<file path="config.mk">
export PLATFORM = sky130hd
export DESIGN_NAME = instr_loader
export DESIGN_NICKNAME = d
export VERILOG_FILES = /design/src/rtl/loader_pkg.sv /design/src/rtl/instr_encoder.sv /design/src/rtl/instr_loader.sv
export SDC_FILE = /design/constraint.sdc
export NUM_CORES = 1
export LEC_CHECK = 0
export CAP_MARGIN = 20
export CORE_ASPECT_RATIO = 0.75
export CORE_MARGIN = 2
export CORE_UTILIZATION = 40
export DETAILED_ROUTE_END_ITERATION = 6
export PLACE_DENSITY = 0.81
export SYNTH_ARGS = -nofsm -noshare
export SYNTH_HDL_FRONTEND = slang
export SYNTH_SLANG_ARGS = --single-unit
</file>
<file path="constraint.sdc">
create_clock -name clk -period 1.79 [get_ports clk]
set_input_delay 0.179 -clock clk [delete_from_list [all_inputs] [get_ports clk]]
set_output_delay 0.179 -clock clk [all_outputs]
set_load 0.01 [all_outputs]
</file>
<file path="src/rtl/loader_pkg.sv">
`default_nettype none
// ============================================================================
// Module  : loader_pkg
// Brief   : Shared instruction-select enumeration, opcode/funct constants and
//           loader FSM state type for the instruction loader.
// Rev     : 1.0  initial release
// ============================================================================
package loader_pkg;

    typedef enum logic [4:0] {
        OP_ADD  = 5'd0,  OP_SUB  = 5'd1,  OP_AND  = 5'd2,  OP_OR   = 5'd3,
        OP_SLT  = 5'd4,  OP_SGT  = 5'd5,  OP_NOR  = 5'd6,  OP_XOR  = 5'd7,
        OP_SLL  = 5'd8,  OP_SRL  = 5'd9,  OP_JR   = 5'd10, OP_ADDI = 5'd11,
        OP_LW   = 5'd12, OP_SW   = 5'd13, OP_BEQ  = 5'd14, OP_BNE  = 5'd15,
        OP_JAL  = 5'd16, OP_ORI  = 5'd17, OP_XORI = 5'd18
    } op_e;

    typedef enum logic [1:0] {
        ST_IDLE = 2'd0,
        ST_LOAD = 2'd1,
        ST_DONE = 2'd2
    } state_e;

    localparam logic [5:0] c_opc_rtype = 6'h00;
    localparam logic [5:0] c_opc_jal   = 6'h03;
    localparam logic [5:0] c_opc_addi  = 6'h08;
    localparam logic [5:0] c_opc_lw    = 6'h23;
    localparam logic [5:0] c_opc_sw    = 6'h2B;
    localparam logic [5:0] c_opc_beq   = 6'h04;
    localparam logic [5:0] c_opc_bne   = 6'h05;
    localparam logic [5:0] c_opc_ori   = 6'h0D;
    localparam logic [5:0] c_opc_xori  = 6'h16;

    localparam logic [5:0] c_funct_add = 6'h20;
    localparam logic [5:0] c_funct_sub = 6'h22;
    localparam logic [5:0] c_funct_and = 6'h24;
    localparam logic [5:0] c_funct_or  = 6'h25;
    localparam logic [5:0] c_funct_slt = 6'h2A;
    localparam logic [5:0] c_funct_sgt = 6'h14;
    localparam logic [5:0] c_funct_sll = 6'h00;
    localparam logic [5:0] c_funct_srl = 6'h02;
    localparam logic [5:0] c_funct_nor = 6'h27;
    localparam logic [5:0] c_funct_xor = 6'h15;
    localparam logic [5:0] c_funct_jr  = 6'h08;

endpackage
`default_nettype wire

</file>
<file path="src/rtl/instr_encoder.sv">
`default_nettype none
// ============================================================================
// Module  : instr_encoder
// Brief   : Combinational field packer: op_sel plus operand fields to a 32-bit
//           instruction word, with a flag for unsupported op_sel values.
// Rev     : 1.0  initial release
// ============================================================================
module instr_encoder
    import loader_pkg::*;
(
    input  logic [4:0]  op_sel,
    input  logic [4:0]  rs,
    input  logic [4:0]  rt,
    input  logic [4:0]  rd,
    input  logic [4:0]  shamt,
    input  logic [15:0] imm,
    input  logic [25:0] target,
    output logic [31:0] word,
    output logic        illegal
);

    function automatic logic [31:0] f_rtype(
        input logic [4:0] f_rs, input logic [4:0] f_rt, input logic [4:0] f_rd,
        input logic [4:0] f_sh, input logic [5:0] f_funct);
        return {c_opc_rtype, f_rs, f_rt, f_rd, f_sh, f_funct};
    endfunction

    always_comb begin
        word    = '0;
        illegal = 1'b0;
        case (op_sel)
            OP_ADD:  word = f_rtype(rs, rt, rd, shamt, c_funct_add);
            OP_SUB:  word = f_rtype(rs, rt, rd, shamt, c_funct_sub);
            OP_AND:  word = f_rtype(rs, rt, rd, shamt, c_funct_and);
            OP_OR:   word = f_rtype(rs, rt, rd, shamt, c_funct_or);
            OP_SLT:  word = f_rtype(rs, rt, rd, shamt, c_funct_slt);
            OP_SGT:  word = f_rtype(rs, rt, rd, shamt, c_funct_sgt);
            OP_NOR:  word = f_rtype(rs, rt, rd, shamt, c_funct_nor);
            OP_XOR:  word = f_rtype(rs, rt, rd, shamt, c_funct_xor);
            // Shifts take their source from rt; rs is unused and must read 0.
            OP_SLL:  word = f_rtype(5'd0, rt, rd, shamt, c_funct_sll);
            OP_SRL:  word = f_rtype(5'd0, rt, rd, shamt, c_funct_srl);
            OP_JR:   word = f_rtype(rs, 5'd0, 5'd0, 5'd0, c_funct_jr);
            OP_ADDI: word = {c_opc_addi, rs, rt, imm};
            OP_LW:   word = {c_opc_lw,   rs, rt, imm};
            OP_SW:   word = {c_opc_sw,   rs, rt, imm};
            OP_BEQ:  word = {c_opc_beq,  rs, rt, imm};
            OP_BNE:  word = {c_opc_bne,  rs, rt, imm};
            OP_ORI:  word = {c_opc_ori,  rs, rt, imm};
            OP_XORI: word = {c_opc_xori, rs, rt, imm};
            OP_JAL:  word = {c_opc_jal, target};
            default: illegal = 1'b1;
        endcase
    end

endmodule
`default_nettype wire

</file>
<file path="src/rtl/instr_loader.sv">
`default_nettype none
// ============================================================================
// Module  : instr_loader
// Brief   : Loads encoded instructions into instruction memory, one word per
//           accepted command, holding the CPU until the session completes.
// Rev     : 1.0  initial release
// ============================================================================
module instr_loader
    import loader_pkg::*;
#(
    parameter int                ADDR_W    = 8,
    parameter logic [ADDR_W-1:0] BASE_ADDR = '0
) (
    input  logic              clk,
    input  logic              rst,
    input  logic              start,
    input  logic              in_valid,
    output logic              in_ready,
    input  logic              in_last,
    input  logic [4:0]        op_sel,
    input  logic [4:0]        rs,
    input  logic [4:0]        rt,
    input  logic [4:0]        rd,
    input  logic [4:0]        shamt,
    input  logic [15:0]       imm,
    input  logic [25:0]       target,
    output logic              wr_en,
    output logic [ADDR_W-1:0] wr_addr,
    output logic [31:0]       wr_data,
    output logic              cpu_hold,
    output logic              done,
    output logic              err,
    output logic [ADDR_W:0]   word_count
);

    state_e              r_state;
    logic [ADDR_W-1:0]   r_addr;
    logic                r_finish;
    logic                r_ovf;
    logic                r_in_ready;
    logic                r_wr_en;
    logic [ADDR_W-1:0]   r_wr_addr;
    logic [31:0]         r_wr_data;
    logic                r_hold;
    logic                r_done;
    logic                r_err;
    logic [ADDR_W:0]     r_count;

    logic [31:0]         w_word;
    logic                w_illegal;
    logic                w_accept;
    logic                w_at_end;

    instr_encoder u_encoder (
        .op_sel  (op_sel),
        .rs      (rs),
        .rt      (rt),
        .rd      (rd),
        .shamt   (shamt),
        .imm     (imm),
        .target  (target),
        .word    (w_word),
        .illegal (w_illegal)
    );

    assign w_accept = in_valid && r_in_ready;
    assign w_at_end = (r_addr == {ADDR_W{1'b1}});

    always_ff @(posedge clk) begin
        if (rst) begin
            r_state    <= ST_IDLE;
            r_addr     <= BASE_ADDR;
            r_finish   <= 1'b0;
            r_ovf      <= 1'b0;
            r_in_ready <= 1'b0;
            r_wr_en    <= 1'b0;
            r_wr_addr  <= BASE_ADDR;
            r_wr_data  <= '0;
            r_hold     <= 1'b0;
            r_done     <= 1'b0;
            r_err      <= 1'b0;
            r_count    <= '0;
        end else begin
            r_wr_en <= 1'b0;
            case (r_state)
                ST_IDLE, ST_DONE: begin
                    if (start) begin
                        r_state    <= ST_LOAD;
                        r_addr     <= BASE_ADDR;
                        r_count    <= '0;
                        r_err      <= 1'b0;
                        r_done     <= 1'b0;
                        r_hold     <= 1'b1;
                        r_in_ready <= 1'b1;
                        r_finish   <= 1'b0;
                        r_ovf      <= 1'b0;
                    end
                end
                ST_LOAD: begin
                    if (r_finish) begin
                        // The final write is on the bus this cycle; close out after it.
                        r_state  <= ST_DONE;
                        r_done   <= 1'b1;
                        r_hold   <= 1'b0;
                        r_finish <= 1'b0;
                        r_err    <= r_err | r_ovf;
                    end else if (w_accept) begin
                        if (w_illegal) begin
                            r_err <= 1'b1;
                        end else begin
                            r_wr_en   <= 1'b1;
                            r_wr_addr <= r_addr;
                            r_wr_data <= w_word;
                            r_addr    <= r_addr + ADDR_W'(1);
                            r_count   <= r_count + (ADDR_W+1)'(1);
                        end
                        if (in_last || (!w_illegal && w_at_end)) begin
                            r_in_ready <= 1'b0;
                            r_finish   <= 1'b1;
                            r_ovf      <= !in_last && !w_illegal && w_at_end;
                        end
                    end
                end
                default: r_state <= ST_IDLE;
            endcase
        end
    end

    // A write registered just before reset is suppressed during the reset cycle.
    assign wr_en      = r_wr_en & ~rst;
    assign in_ready   = r_in_ready;
    assign wr_addr    = r_wr_addr;
    assign wr_data    = r_wr_data;
    assign cpu_hold   = r_hold;
    assign done       = r_done;
    assign err        = r_err;
    assign word_count = r_count;

endmodule
`default_nettype wire

</file>
# After elaboration in Yosys (flattened, before gate mapping)
# Cells that the tools add are included.
[totals] word_cells=105 ff_bits=66 out_inout_bits=54 inputBits=72
[op_classes] n_eq_ne=29 mux=37 addsub=2 bitwise_logic=6 n_reduce_logical=19
[ops] cell="$pmux 32 s19" n=1
[ops] cell="$eq 5x4->1 const B" n=8
[ops] cell="$mux 9" n=4
[ops] cell="$mux 8" n=4
[ops] cell="$eq 5x3->1 const B" n=4
[ops] cell="$reduce_or 19->1" n=1
[ops] cell="$pmux 9 s2" n=1
[ops] cell="$mux 1" n=17
[ops] cell="$pmux 8 s2" n=1
[ops] cell="$eq 5x5->1 const B" n=3
[ops] cell="$ne 2x2->1 const B" n=6
[ops] cell="$pmux 1 s2" n=6
[ops] cell="$eq 5x2->1 const B" n=2
[ops] cell="$reduce_and 5->1" n=2
[ops] cell="$add 9x1->9 const B" n=1
[ops] cell="$add 8x1->8 const B" n=1
[ops] cell="$eq 8x8->1 const B" n=1
[ops] cell="$reduce_and 4->1" n=2
[ops] cell="$ne 3x3->1 const B" n=2
[ops] cell="$eq 5x1->1 const B" n=1
[ops] cell="$logic_not 5->1" n=1
[ops] cell="$logic_and 1x1->1" n=4
[ops] cell="$mux 2" n=2
[ops] cell="$not 1->1" n=4
[ops] cell="other kinds (13)" n=14

# Logic depth before layout (Yosys ltp)
[depth] word_depth=8 mapped_depth=7 depth_no_buf=5

# Hierarchy
# Synthesis repeated with hierarchy kept, for this count alone.
[unflattened] cells_unflattened=402 area_unflattened_um2=3270.6
[by_module_without_submodules] mod="instr_loader" area_each_um2=2582.5 instances=1 cells_per_inst=311 seq_area_each_um2=1321.3
[by_module_without_submodules] mod="instr_encoder" area_each_um2=688.2 instances=1 cells_per_inst=91 seq_area_each_um2=0.0

# Worst setup path before layout
# No wires, ideal clock.
[synth_timing] path_type="in2reg" startpoint="in op_sel[3]" endpoint="reg r_wr_data[10] (netlist: wr_data[10])" t_arrival_ns=1.651 path_slack_ns=0.014 cell_stages=7 setup_ns=0.124 required_ns=1.666 path_buffers=3 cell_sequence="buf_2 a211o_1 a2111o_1 buf_2 clkbuf_1 a221oi_1 a21oi_1"
[synth_between] elab_chain_cells=3 elab_cells_between_ends=22 classes_between="eq/ne (18); mux (1); reduce/logical (3)"
[synth_lines] item="start: declaration" line_no="instr_loader.sv:20" rtl="input logic [4:0] op_sel,"
[synth_lines] item="$eq 5x1->1, or another cell as far along" line_no="instr_encoder.sv:31" rtl="case (op_sel)"
[synth_lines] item="$reduce_or 19->1 (no source line)"
[synth_lines] item="$reduce_and 4->1 (no source line)"
[synth_lines] item="end signal: assignment" line_no="instr_loader.sv:113" rtl="r_wr_data <= w_word;"
[synth_lines] item="end: declaration" line_no="instr_loader.sv:43" rtl="logic [31:0] r_wr_data;"
# Parallel ways exist; a longest one is shown, timed or not.
# A chain may end at the register's enable or synchronous reset.

# Worst setup path after layout
[layout_timing] startpoint="in op_sel[1]" endpoint="reg r_count[3] (netlist: word_count[3])"
[layout_between] elab_chain_cells=4 elab_cells_between_ends=22 classes_between="eq/ne (19); reduce/logical (3)"
[layout_lines] item="$eq 5x1->1, or another cell as far along" line_no="instr_encoder.sv:31"
[layout_lines] item="$reduce_or 19->1 (no source line) (*)"
[layout_lines] item="$ne 2x2->1 (no source line) (*)"
[layout_lines] item="$reduce_and 5->1 (no source line) (*)"
[layout_lines] item="end signal: assignment" line_no="instr_loader.sv:115" rtl="r_count <= r_count + (ADDR_W+1)'(1);"
[layout_lines] item="end: declaration" line_no="instr_loader.sv:47" rtl="logic [ADDR_W:0] r_count;"
# Mark *: on every way between the ends. The rest lies on a longest branch, timed or not.

==> impl_metrics.py <==
metrics = {
    "outcome": {
        "outcome": "finished clean",
    },
    "detailed_routing": {
        "drt_iter0_drc": 312,
        "avgRoutedWirePerCell_um": 15.9,
        "viasPerCell": 5.67,
        "antenna_left": 0,
        "firstDrtPassIters": 4,
        "dr_total_vias": 3629,
        "wl_um": 10200,
        "drc": 0,
    },
    "pwr": {
        "net-switching-power_mw": 0.855,
        "clockPowerShare": 0.363,
        "power_density_nw_per_um2": 639,
        "design_power_total_mw": 3.18,
        "p_leak_nw": 1.82,
        "comb_power_share": 0.162,
        "switching_share": 0.269,
        "seqPwrFrac": 0.475,
        "internal_power_mw": 2.33,
        "vdd_ir_drop_max_uv": 351,
    },
    "layout": {
        "fin_nets": 604,
        "final_cells": 640,
        "drive_above_1_share": 0.112,
        "n_antenna_cell": 0,
        "area_growth_syn_to_layout_pct": 53.4,
    },
    "clock_network": {
        "ctsHoldBuffers": 0,
        "path_clk_slew_ns": 0.08,
        "cts_tree": "yes",
        "cts_max_path_buffers": 2,
        "cts_root_buf": "clkbuf_8",
        "cts.sinks": 66,
        "numCtsBuffers": 9,
        "h-tree-depth": 3,
        "clock_latency_ns": 0.35,
    },
    "worst_hold_path": {
        "hold_class": "in -> reg",
        "min_from": "imm[3]",
    },
    "logic_synthesis": {
        "async_reset_ff_frac": 0,
        "synthFlopType": "dfxtp_1",
        "yosysSeqAreaShare": 0.407,
        "synth-simple-area-share": 0.193,
        "yosys_warnings": 0,
        "synth_fa_ha_area_frac": 0.00771,
        "synth_area_per_cell_um2": 8.30,
        "synth-compound-area-share": 0.313,
        "netlist_area_um2": 3250,
        "synthCells": 391,
        "syn-num-nets": 465,
        "synthMuxAreaShare": 0.0216,
        "synth_top_family_by_area": "compound AO/OA/AOI/OAI gates",
        "synth_edf_count": 0,
        "ys_ff_latch": 66,
        "yosysUniqueCellTypes": 51,
        "synth-xor-area-share": 0,
    },
    "sta": {
        "maxSlewViolCount": 0,
        "grt_setup_unrepaired": "no",
        "skew_ns": 0.0130,
        "slew_headroom": 0.687,
        "hold_viol": 0,
        "tns_ns": 0,
        "finalCritPeriodShare": 0.980,
        "tightest_slew_ns": 0.468,
        "period_minus_slack_ns": 1.75,
        "max_freq_mhz": 570,
        "finalSetupViolCount": 0,
    },
    "floorplan": {
        "core_um2": 7880,
        "dieArea_um2": 8860,
        "row_count": 28,
        "io_pins": 126,
        "start_util": 0.412,
        "die_y_um": 82.0,
        "die_w_um": 108,
    },
    "setup_path": {
        "critPathSlowestCell": "clkdlybuf4s50_1",
        "path_cells": "clkdlybuf4s50_1, a211o_1, a2111o_1, buf_12, a2111o_1, nand2_1",
        "critPathMaxStageDelay_ns": 0.43,
        "path_buf_inv": 2,
        "r2r-start": "r_state[1]",
        "crit_path_end_kind": "register",
        "required_ns": 2.07,
        "cp-start-kind": "primary input",
        "worst_ep_arrival_time_ns": 2.04,
        "critPathTopFamily": "compound AO/OA/AOI/OAI gates",
        "cp_max_fo": 36,
        "cpMostUsedCell": "a2111o_1",
        "worstSetupPathType": "in -> reg",
        "startpoint": "op_sel[1]",
    },
    "placed_design": {
        "placed_cells": 622,
        "routabilityCongestion": 0.826,
        "io_buffers": 125,
        "place_hpwl_um": 7250,
    },
    "grt": {
        "overflow": 0,
        "grtUsageMet1": 0.290,
        "grt_pass1_vias": 3296,
        "grt_use_total": 0.228,
        "grtUsageMet2": 0.375,
        "grt_start_max_net_pins": 37,
        "grt_pass1_wl_um": 15900,
        "grt_antenna_before_repair": 0,
        "gr-usage-met3": 0.0825,
        "grt_busiest_layer": "met2",
    },
    "flow_run": {
        "max_cap_violations": 0,
    },
}
-- registers in the layout, summed over array words and instances, names as in the netlist --
| register | cells |
|---|---|
| r_ovf | 1 |
| word_count | 9 |
| in_ready | 1 |
| r_state | 2 |
| r_addr | 8 |
| wr_data | 32 |
| wr_addr | 8 |
| r_finish | 1 |
| err | 1 |
| cpu_hold | 1 |
| r_wr_en | 1 |
| done | 1 |
-- through the flow --
step                hold slack [ns]  instance area [um2]  worst slack [ns]   util
floorplan                     0.334                 3250            0.0143      -
global placement              0.441                 4770            -0.335  0.605
detailed placement            0.451                 4770            -0.396  0.605
CTS                           0.377                 4960           0.00966  0.629
global route                  0.371                 4980           0.00165  0.632
finish                        0.391                 4980            0.0360  0.632
-- Yosys cell counts, types with 10 or more instances --
cell type	number	area, um2
dfxtp_1	66	1320
nand2_1	45	169
or3_1	10	62.6
nor2_1	22	82.6
a32oi_1	10	87.6
o21ai_0	40	200
a211oi_1	10	75.1
a221oi_1	11	96.3
a21oi_1	35	175
clkbuf_1	24	90.1
-- cell families after synthesis --
group           Yosys count
fa+ha+maj                 2
compound gates          151
simple gates            124
buf+inv                  41
mux                       7
flops                    66
-- final timing paths --
kind         slack [ns]       endpoint  depth (start not counted)
max reg2reg        0.09  word_count[3]                          5
min reg2reg        0.46     wr_addr[0]                          2
min                0.39     wr_data[3]                          3
max                0.04  word_count[3]                          6
-- worst reg2reg max path: stages (launching register included) --
cell and delay, ns:
dfxtp_1 0.33, nand2b_2 0.23, a2111o_1 0.44, buf_12 0.19, a2111o_1 0.38, nand2_1 0.07
-- layout make-up --
cell class / instances / area (um2)
well taps: 105 / 131
inverters: 5 / 18.8
fillers: 690 / 2900
multi-input cells: 284 / 1760
clock buffers: 11 / 141
clock inverters: 5 / 38.8
repair buffers: 164 / 1560
flip-flops and latches: 66 / 1320
-- power groups by stage --
stage	Sequential (mW)	Clock [mW]	Combinational, mW
3_3_place_gp	1.55	0	0.496
2_1_floorplan	1.55	0	0.203
4_1_cts	1.51	1.18	0.510
3_5_place_dp	1.55	0	0.505
6_report	1.51	1.15	0.516
5_1_grt	1.52	1.25	0.557
-- routing by layer --
layer,up-vias,part of all wire
met4,0,0.0099
met3,14,0.094
met1,1715,0.44
met5,-,0
met2,154,0.46
li1,1746,-
-- placed cells by master (no fill, tap or decap), types with 4 or more instances in the layout --
cell             count
inv_1                5
a2111o_1             6
a211oi_1            10
a21oi_1             35
dfxtp_1             66
clkdlybuf4s50_1    125
nor3_1               5
a221oi_1            10
clkbuf_8            10
o2111ai_1            7
mux2i_1              7
nor2_1              22
and3_1               4
buf_4               35
nand3_1              7
a32oi_1             10
nand2b_1             4
nor2b_1              5
or3_1               10
o21ai_0             40
nand2_1             45
a31oi_1              7
nand4_1              4
-- repair_timing --
item,4_1_cts,5_1_grt
pin swaps,0,3
resized for setup,2,3
setup buffers,0,1
gates cloned,0,1
endpoints found under the setup margin,1,28
Note: power is estimated with default switching activity, not from simulation.
